===== config.mk =====
export PLATFORM = sky130hd
export DESIGN_NAME = offset14_dac_spi_tx
export DESIGN_NICKNAME = d
export VERILOG_FILES = /design/src/rtl/offset14_dac_pkg.sv /design/src/rtl/offset14_sample_fifo.sv /design/src/rtl/offset14_dac_spi_tx.sv
export SDC_FILE = /design/constraint.sdc
export NUM_CORES = 1
export LEC_CHECK = 0
export BUFFER_PORTS_ARGS = -buffer_cell sky130_fd_sc_hd__buf_2
export CAP_MARGIN = 20
export CORE_UTILIZATION = 50
export CTS_CLUSTER_DIAMETER = 150
export DETAILED_ROUTE_END_ITERATION = 8
export GPL_ROUTABILITY_DRIVEN = 1
export PLACE_DENSITY = 0.78
export SETUP_SLACK_MARGIN = 0.4
export SYNTH_ARGS = -nofsm -noshare
export SYNTH_HDL_FRONTEND = slang
export SYNTH_SLANG_ARGS = --single-unit

===== constraint.sdc =====
create_clock -name aclk -period 2.92 [get_ports aclk]
set_input_delay 0.438 -clock aclk [delete_from_list [all_inputs] [get_ports aclk]]
set_output_delay 0.438 -clock aclk [all_outputs]
set_load 0.02 [all_outputs]

===== src/rtl/offset14_dac_pkg.sv =====
`default_nettype none
// =============================================================================
// Module   : offset14_dac_pkg
// Purpose  : Shared constants, FSM encoding and helpers for the offset14 SPI DAC TX
// Revision : 1.0 - initial release
// =============================================================================
package offset14_dac_pkg;

    localparam int FRAME_BITS  = 16;
    localparam int SAMPLE_BITS = 14;
    localparam int UNDERRUN_W  = 16;

    localparam logic [1:0] DEFAULT_CMD_BITS = 2'b00;

    typedef enum logic [1:0] {
        ST_IDLE  = 2'd0,
        ST_LOAD  = 2'd1,
        ST_SHIFT = 2'd2,
        ST_GAP   = 2'd3
    } dac_state_t;

    function automatic logic [UNDERRUN_W-1:0] sat_inc(input logic [UNDERRUN_W-1:0] v);
        return (&v) ? v : v + UNDERRUN_W'(1);
    endfunction

endpackage
`default_nettype wire


===== src/rtl/offset14_sample_fifo.sv =====
`default_nettype none
// =============================================================================
// Module   : offset14_sample_fifo
// Purpose  : Show-ahead synchronous FIFO with full/empty flags
// Revision : 1.0 - initial release
// =============================================================================
module offset14_sample_fifo #(
    parameter int DEPTH = 4,
    parameter int WIDTH = 14
) (
    input  logic             clk,
    input  logic             rst_n,
    input  logic             wr_en,
    input  logic [WIDTH-1:0] wr_data,
    input  logic             rd_en,
    output logic [WIDTH-1:0] rd_data,
    output logic             full,
    output logic             empty
);

    localparam int AW = $clog2(DEPTH);

    // Pointers carry one extra wrap bit to tell full from empty
    logic [AW:0]      wr_ptr;
    logic [AW:0]      rd_ptr;
    logic [WIDTH-1:0] mem [DEPTH];
    logic             do_wr;
    logic             do_rd;

    assign do_wr   = wr_en && !full;
    assign do_rd   = rd_en && !empty;
    assign full    = (wr_ptr[AW] != rd_ptr[AW]) && (wr_ptr[AW-1:0] == rd_ptr[AW-1:0]);
    assign empty   = (wr_ptr == rd_ptr);
    assign rd_data = mem[rd_ptr[AW-1:0]];

    always_ff @(posedge clk or negedge rst_n) begin
        if (!rst_n) begin
            wr_ptr <= '0;
            rd_ptr <= '0;
        end else begin
            if (do_wr) wr_ptr <= wr_ptr + (AW+1)'(1);
            if (do_rd) rd_ptr <= rd_ptr + (AW+1)'(1);
        end
    end

    always_ff @(posedge clk) begin
        if (do_wr) mem[wr_ptr[AW-1:0]] <= wr_data;
    end

endmodule
`default_nettype wire


===== src/rtl/offset14_dac_spi_tx.sv =====
`default_nettype none
// =============================================================================
// Module   : offset14_dac_spi_tx
// Purpose  : Buffers offset-binary samples and serialises 16-bit SPI mode-0 frames
// Revision : 1.0 - initial release
// =============================================================================
module offset14_dac_spi_tx
    import offset14_dac_pkg::*;
#(
    parameter int         CLK_DIV    = 4,
    parameter int         FIFO_DEPTH = 4,
    parameter int         CS_GAP     = 4,
    parameter logic [1:0] CMD_BITS   = DEFAULT_CMD_BITS
) (
    input  logic                   aclk,
    input  logic                   rst_n,
    input  logic                   enable,
    input  logic [SAMPLE_BITS-1:0] s_data,
    input  logic                   s_valid,
    output logic                   s_ready,
    output logic                   dac_sclk,
    output logic                   dac_cs_n,
    output logic                   dac_sdi,
    output logic                   busy,
    output logic [UNDERRUN_W-1:0]  underrun_cnt
);

    localparam int DIV_W = $clog2(CLK_DIV);
    localparam int GAP_W = $clog2(CS_GAP + 1);
    localparam int TOG_W = $clog2(2 * FRAME_BITS);

    localparam logic [DIV_W-1:0] DIV_LAST = DIV_W'(CLK_DIV - 1);
    localparam logic [GAP_W-1:0] GAP_LAST = GAP_W'(CS_GAP - 1);
    localparam logic [TOG_W-1:0] TOG_LAST = TOG_W'(2 * FRAME_BITS - 1);

    dac_state_t             state;
    dac_state_t             next_state;
    logic                   fifo_full;
    logic                   fifo_empty;
    logic [SAMPLE_BITS-1:0] fifo_data;
    logic                   pop;
    logic                   primed;
    logic [SAMPLE_BITS-1:0] last_sample;
    logic [FRAME_BITS-1:0]  shift_reg;
    logic [FRAME_BITS-1:0]  load_frame;
    logic [DIV_W-1:0]       div_cnt;
    logic [TOG_W-1:0]       tog_cnt;
    logic [GAP_W-1:0]       gap_cnt;
    logic                   div_wrap;
    logic                   frame_done;
    logic                   gap_done;
    logic                   can_start;

    offset14_sample_fifo #(
        .DEPTH (FIFO_DEPTH),
        .WIDTH (SAMPLE_BITS)
    ) u_fifo (
        .clk     (aclk),
        .rst_n   (rst_n),
        .wr_en   (s_valid),
        .wr_data (s_data),
        .rd_en   (pop),
        .rd_data (fifo_data),
        .full    (fifo_full),
        .empty   (fifo_empty)
    );

    assign s_ready    = !fifo_full;
    assign busy       = (state != ST_IDLE);
    assign div_wrap   = (div_cnt == DIV_LAST);
    assign frame_done = div_wrap && (tog_cnt == TOG_LAST);
    assign gap_done   = (gap_cnt == GAP_LAST);
    // Repeating the last sample is only meaningful once one has been sent
    assign can_start  = enable && (!fifo_empty || primed);
    assign load_frame = {CMD_BITS, (fifo_empty ? last_sample : fifo_data)};

    always_ff @(posedge aclk or negedge rst_n) begin
        if (!rst_n) state <= ST_IDLE;
        else        state <= next_state;
    end

    always_comb begin
        next_state = state;
        pop        = 1'b0;
        case (state)
            ST_IDLE:  if (can_start) next_state = ST_LOAD;
            ST_LOAD: begin
                pop        = !fifo_empty;
                next_state = ST_SHIFT;
            end
            ST_SHIFT: if (frame_done) next_state = ST_GAP;
            ST_GAP:   if (gap_done) next_state = can_start ? ST_LOAD : ST_IDLE;
            default:  next_state = ST_IDLE;
        endcase
    end

    always_ff @(posedge aclk or negedge rst_n) begin
        if (!rst_n) begin
            dac_sclk     <= 1'b0;
            dac_cs_n     <= 1'b1;
            dac_sdi      <= 1'b0;
            underrun_cnt <= '0;
            primed       <= 1'b0;
            last_sample  <= '0;
            shift_reg    <= '0;
            div_cnt      <= '0;
            tog_cnt      <= '0;
            gap_cnt      <= '0;
        end else begin
            case (state)
                ST_LOAD: begin
                    if (!fifo_empty) begin
                        last_sample <= fifo_data;
                        primed      <= 1'b1;
                    end else begin
                        underrun_cnt <= sat_inc(underrun_cnt);
                    end
                    shift_reg <= load_frame;
                    dac_sdi   <= load_frame[FRAME_BITS-1];
                    dac_cs_n  <= 1'b0;
                    dac_sclk  <= 1'b0;
                    div_cnt   <= '0;
                    tog_cnt   <= '0;
                end
                ST_SHIFT: begin
                    if (div_wrap) begin
                        div_cnt  <= '0;
                        dac_sclk <= !dac_sclk;
                        tog_cnt  <= tog_cnt + TOG_W'(1);
                        // Data changes only on falling edges so it is settled for the next rise
                        if (dac_sclk) begin
                            shift_reg <= {shift_reg[FRAME_BITS-2:0], 1'b0};
                            dac_sdi   <= shift_reg[FRAME_BITS-2];
                        end
                        if (tog_cnt == TOG_LAST) begin
                            dac_cs_n <= 1'b1;
                            gap_cnt  <= '0;
                        end
                    end else begin
                        div_cnt <= div_cnt + DIV_W'(1);
                    end
                end
                ST_GAP:  gap_cnt <= gap_cnt + GAP_W'(1);
                default: ;
            endcase
        end
    end

endmodule
`default_nettype wire


## Word level (Yosys, flattened, before mapping)

Memory sizes are Yosys's and may differ from the RTL's.
Index checks and enable logic that the tools add are counted.

| storage, ports and cells | value |
|---|---|
| bits of input ports | 18 |
| memories | 1 |
| register bits | 67 |
| memory bits (writable) | 56 |
| word-level logic and storage cells | 85 |
| output and inout port bits | 21 |

| operators by class | value |
|---|---|
| bitwise operators | 2 |
| reductions and logical operators | 21 |
| add/sub/neg operators | 6 |
| muxes and demuxes | 27 |
| equal/unequal tests | 15 |

Memories:

| name | words | bits a word | rd ports | clocked after memory_dff | write ports | line | RTL |
|---|---|---|---|---|---|---|---|
| u_fifo.mem | 4 | 14 | 1 | 0 | 1 | offset14_sample_fifo.sv:26 | `logic [WIDTH-1:0] mem [DEPTH];` |

Operators with widths:

| kind | count |
|---|---|
| 15-bit 2-to-1 mux | 2 |
| 15-bit one-hot mux with 2 select lines | 1 |
| 16-bit by 1-bit adder with 16-bit output (second input constant) | 1 |
| 16-bit AND reduction | 1 |
| 3-bit AND reduction | 5 |
| 14-bit 2-to-1 mux | 1 |
| 2-bit inequality test (second input constant) | 6 |
| 5-bit one-hot mux with 2 select lines | 1 |
| 3-bit by 1-bit adder with 3-bit output (second input constant) | 3 |
| 1-bit 2-to-1 mux | 9 |
| 2-bit 2-to-1 mux | 4 |
| 2-bit one-hot mux with 4 select lines | 1 |
| 2-bit == test (second input constant) | 3 |
| 3-bit 2-to-1 mux | 2 |
| 1-bit one-hot mux with 2 select lines | 3 |
| 3-bit one-hot mux with 2 select lines | 1 |
| 2-bit nonzero test | 3 |
| 5-bit by 1-bit adder with 5-bit output (second input constant) | 1 |
| 5-bit == test (second input constant) | 1 |
| 1-bit logical AND | 5 |
| 5-bit 2-to-1 mux | 1 |
| 2-bit one-hot mux with 2 select lines | 1 |
| 2-bit AND reduction | 2 |
| 3-bit by 2-bit == test with 1-bit output (second input constant) | 1 |
| 9 further kinds | 12 |

## Longest topological paths before layout

| depth | value |
|---|---|
| depth after elaboration | 7 |
| depth in mapped cells | 9 |
| gate-level depth less buffers | 7 |

## By module

From an unflattened synthesis, not the netlist that was laid out.

| unflattened totals | value |
|---|---|
| cells, all modules | 410 |
| area, all modules | 5,610.4 um^2 |

Modules (own cells, without submodules):

| module | area an instance (um^2) | sequential area each (um^2) | times used | cells each |
|---|---|---|---|---|
| offset14_dac_spi_tx | 3,111.7 | 1,527.7 | 1 | 288 |
| offset14_sample_fifo | 2,498.6 | 1,831.8 | 1 | 122 |

## Worst setup path after synthesis

OpenSTA, ideal clock, no wires.

| path | value |
|---|---|
| kind | flip-flop to flip-flop |
| from | reg u_fifo.rd_ptr[1] |
| to | mem u_fifo.mem[3][0], enable pin |
| setup slack | 1,017 ps |
| setup time | 373 ps |
| buffers on the path | 1 |
| data required time | 2,547 ps |
| data arrival time | 1,530 ps |
| clock period less this slack | 1,903 ps |
| stages on the path, launching flop included | 5 |
| path through | dfrtp_1 buf_4 xor2_1 o31a_1 and2_1 |

| between the ends | value |
|---|---|
| word-level cells in the longest chain between the ends | 6 |

Ends and longest elaborated chain:

| element | line | RTL |
|---|---|---|
| start, declared | offset14_sample_fifo.sv:25 | `logic [AW:0] rd_ptr;` |
| start signal, assigned | offset14_sample_fifo.sv:42 | `if (do_rd) rd_ptr <= rd_ptr + (AW+1)'(1);` |
| 2-bit == test | offset14_sample_fifo.sv:32 | `assign full = (wr_ptr[AW] != rd_ptr[AW]) && (wr_ptr[AW-1:0] == rd_ptr[AW-1:0]);` |
| 1-bit logical AND | offset14_sample_fifo.sv:32 |  |
| 1-bit logical NOT | offset14_sample_fifo.sv:30 | `assign do_wr = wr_en && !full;` |
| 1-bit logical AND | offset14_sample_fifo.sv:30 |  |
| 1-bit 2-to-1 mux | offset14_sample_fifo.sv:47 | `if (do_wr) mem[wr_ptr[AW-1:0]] <= wr_data;` |
| 1-bit 2-to-1 mux (not written as such) | offset14_sample_fifo.sv:47 |  |
| end, declared | offset14_sample_fifo.sv:26 |  |

Every way passes these cells.

## Worst setup path after layout

| path | value |
|---|---|
| from | reg u_fifo.rd_ptr[1] |
| to | mem u_fifo.mem[3][13], enable pin |

Same word-level chain as after synthesis.

==> flow_summary.ini <==
[timing]
rsz0062_at_grt = no
fin_skew_ns = 0.00696
maxSlewHeadroom_pct = 38.4
max_freq_mhz = 424
worstMarginPinSlew_ns = 0.922
tns_ns = 0
hold_viol_final = 0
post-route-period-util_pct = 80.7
finalMaxSlewViolations = 0
layout_min_cycle_time_ns = 2.36
setup_viol = 0

[power]
power_mw = 4.64
switching_share_pct = 26.6
p_leak_nw = 2.79
power.share.clock_pct = 42.5
p_comb_share_pct = 12.5
p_int_mw = 3.40
p_switching_mw = 1.24
p_seq_share_pct = 45.0
p_per_area_mw_per_mm2 = 695
vdd_drop_max_mv = 0.537

[layout]
largest_reg_flops = 56
drive_above_1_share_pct = 27.6
nNetsFinal = 495
fillCellCount = 797
syn_to_final_growth_pct = 16.4
antennaDiodeCount = 0

[clocking]
insertion_delay_ns = 0.42
cts.sinks = 123
clockRootBuffer = clkbuf_16
cts_max_level = 4
path_clk_slew_ns = 0.06
post-cts-setup-buffers = 0
cts_buffer_depth = 2
cts_buffers = 17
tritoncts = built

[status]
outcome = completed

[run]
maxCapViolCount = 0

[global_routing]
grt_max_degree = 36
grt_use_total_pct = 20.6
grt_overflow_total = 0
antenna_found_initial = 0
grt_pass1_wl_mm = 17.8
grt_pass1_vias = 3521

[floorplanning]
die_w_um = 109
core_area_mm2 = 0.0110
die_area_mm2 = 0.0119
ios = 39
die_y_um = 109
fp-row-count = 38
start_util_pct = 52.2

[routing]
routed_via_density = 5.69
drc = 0
wl_mm = 10.8
drt_iter0_markers = 159
drtPass1Iterations = 4
wl_per_cell_um = 17.6
num_vias = 3494
ant_nets = 0

[yosys]
synth_flop_cell = dfrtp_1
ys_seq_area_share_pct = 58.6
synth_top_area_share_pct = 29.4
ys_async_sr_fraction_pct = 54.5
synth_area_per_cell_um2 = 14.0
synthTopCellsByArea = edfxtp_1 29%, dfrtp_1 29%, mux4_2 5.5%
synth_top_cell_by_area = edfxtp_1
synth-edff-count = 56
synth_cells = 410
synth_cell_types = 57
synth-seq-cells = 123
synthesis.area_mm2 = 0.00573
yosysWarnings = 0
synth_nets = 444

[worst_setup_path]
rrSetupSlack_ns = 0.56
reg2reg_from = u_fifo.rd_ptr[1]
cp-end-kind = flip-flop
crit_required_ns = 3.02
critPathMaxFanout = 18
reg2regPathDepth = 4
rr_endpoint = u_fifo.mem[3][13]
cp.arrival_ns = 2.46
cp-start-kind = flip-flop
crit_type = flip-flop to flip-flop

[worst_hold_path]
worstHoldPathType = input pin to flip-flop
worstHoldStart = s_data[10]
hold_depth = 1
hold_path_end = u_fifo.mem[0][10]

[place]
hpwl_mm = 7.01
portBuffers = 38
gp_congestion = 0.766
[cells in the mapped netlist, types with 6 or more instances]
library cell / instances
xor2_1: 18
xnor2_1: 8
mux4_2: 14
ha_1: 16
a21oi_1: 15
edfxtp_1: 56
nand2_1: 34
inv_1: 13
o221ai_1: 12
nand3_1: 13
mux2i_1: 25
dfrtp_1: 66
buf_2: 7
clkbuf_1: 6
o21ai_0: 13
mux2_2: 17
[kinds of logic after synthesis]
family	share of synthesized area [%]
adder cells (fa/ha/maj)	3.49
AO/OA/AOI/OAI	7.27
multiplexers	13.5
flip-flops	58.6
AND/OR/NAND/NOR	9.78
XOR/XNOR	4.83
buffers and inverters	2.51
[what timing repair did]
action,in CTS,in global routing
gates resized for setup,0,1
hold buffers,1,0
setup endpoints to repair,0,13
endpoints found under the hold margin,9,0
[critical path, stage by stage (launching register included)]
cell	delay, ns
dfrtp_1	0.90
xor2_1	0.39
o31a_1	0.32
and2_1	0.16
buf_4	0.25
[area by class of cell]
cell class              instances  area [um^2]  share of cell area (%)
inverters                      13         48.8                   0.731
repair buffers                 50          295                    4.43
multi-input cells             256         2230                    33.4
clock buffers                  17          425                    6.38
well taps                     140          175                    2.63
flip-flops and latches        123         3360                    50.4
clock inverters                15          139                    2.08
[cells in the final DEF (no fill, tap or decap), types with 8 or more instances in the layout]
cell,Yosys,layout
mux2_2,17,17
inv_1,13,13
xnor2_1,8,8
dfrtp_1,66,66
a21oi_1,15,15
nand2_1,34,34
clkbuf_16,0,17
mux2i_1,25,25
edfxtp_1,56,56
xor2_1,18,18
buf_2,7,38
nand3_1,13,13
mux4_2,14,14
ha_1,16,15
o21ai_0,13,13
o221ai_1,12,12
buf_4,3,10
[worst max path at each step]
| stage | from | endpoint | slack, ns | cells past startpoint |
|---|---|---|---|---|
| final | u_fifo.rd_ptr[1] | u_fifo.mem[3][13] | 0.56 | 4 |
| after global routing | state[0] | shift_reg[9] | 0.40 | 7 |
| after CTS | state[1] | shift_reg[9] | 0.53 | 7 |
| after detailed placement | u_fifo.rd_ptr[1] | u_fifo.mem[3][7] | 0.57 | 4 |
| after global placement | u_fifo.rd_ptr[1] | u_fifo.mem[3][10] | 0.64 | 4 |
| after floorplan | u_fifo.rd_ptr[1] | u_fifo.mem[3][0] | 1.02 | 4 |
[layer usage]
metal / GRT usage, % / wire, um / share of wire [%] / up-vias
met4: 9.27 / 190 / 1.8 / 0
met1: 26.7 / 4700 / 43 / 1757
li1: - / - / - / 1664
met2: 33.1 / 5620 / 52 / 54
met3: 4.66 / 314 / 2.9 / 19
met5: 0 / 0 / 0 / -
[power groups by stage]
stage / registers (mW) / logic, mW / clock network, mW
after detailed placement: 2.11 / 0.580 / 0
after global routing: 2.10 / 0.632 / 2.07
after global placement: 2.09 / 0.557 / 0
after CTS: 2.09 / 0.589 / 2.01
after floorplan: 2.09 / 0.397 / 0
final: 2.09 / 0.579 / 1.97
[through the flow]
stage	setup slack (ns)	cells	utilization [%]	area, um^2	hold WS (ns)
2_1_floorplan	1.02	410	-	5730	0.142
3_3_place_gp	0.643	581	55.5	6090	0.313
3_5_place_dp	0.569	581	55.5	6090	0.317
4_1_cts	0.530	614	60.7	6670	0.215
5_1_grt	0.402	614	60.7	6670	0.220
6_report	0.564	614	60.7	6670	0.229
Note: power is estimated with default switching activity, not from simulation.
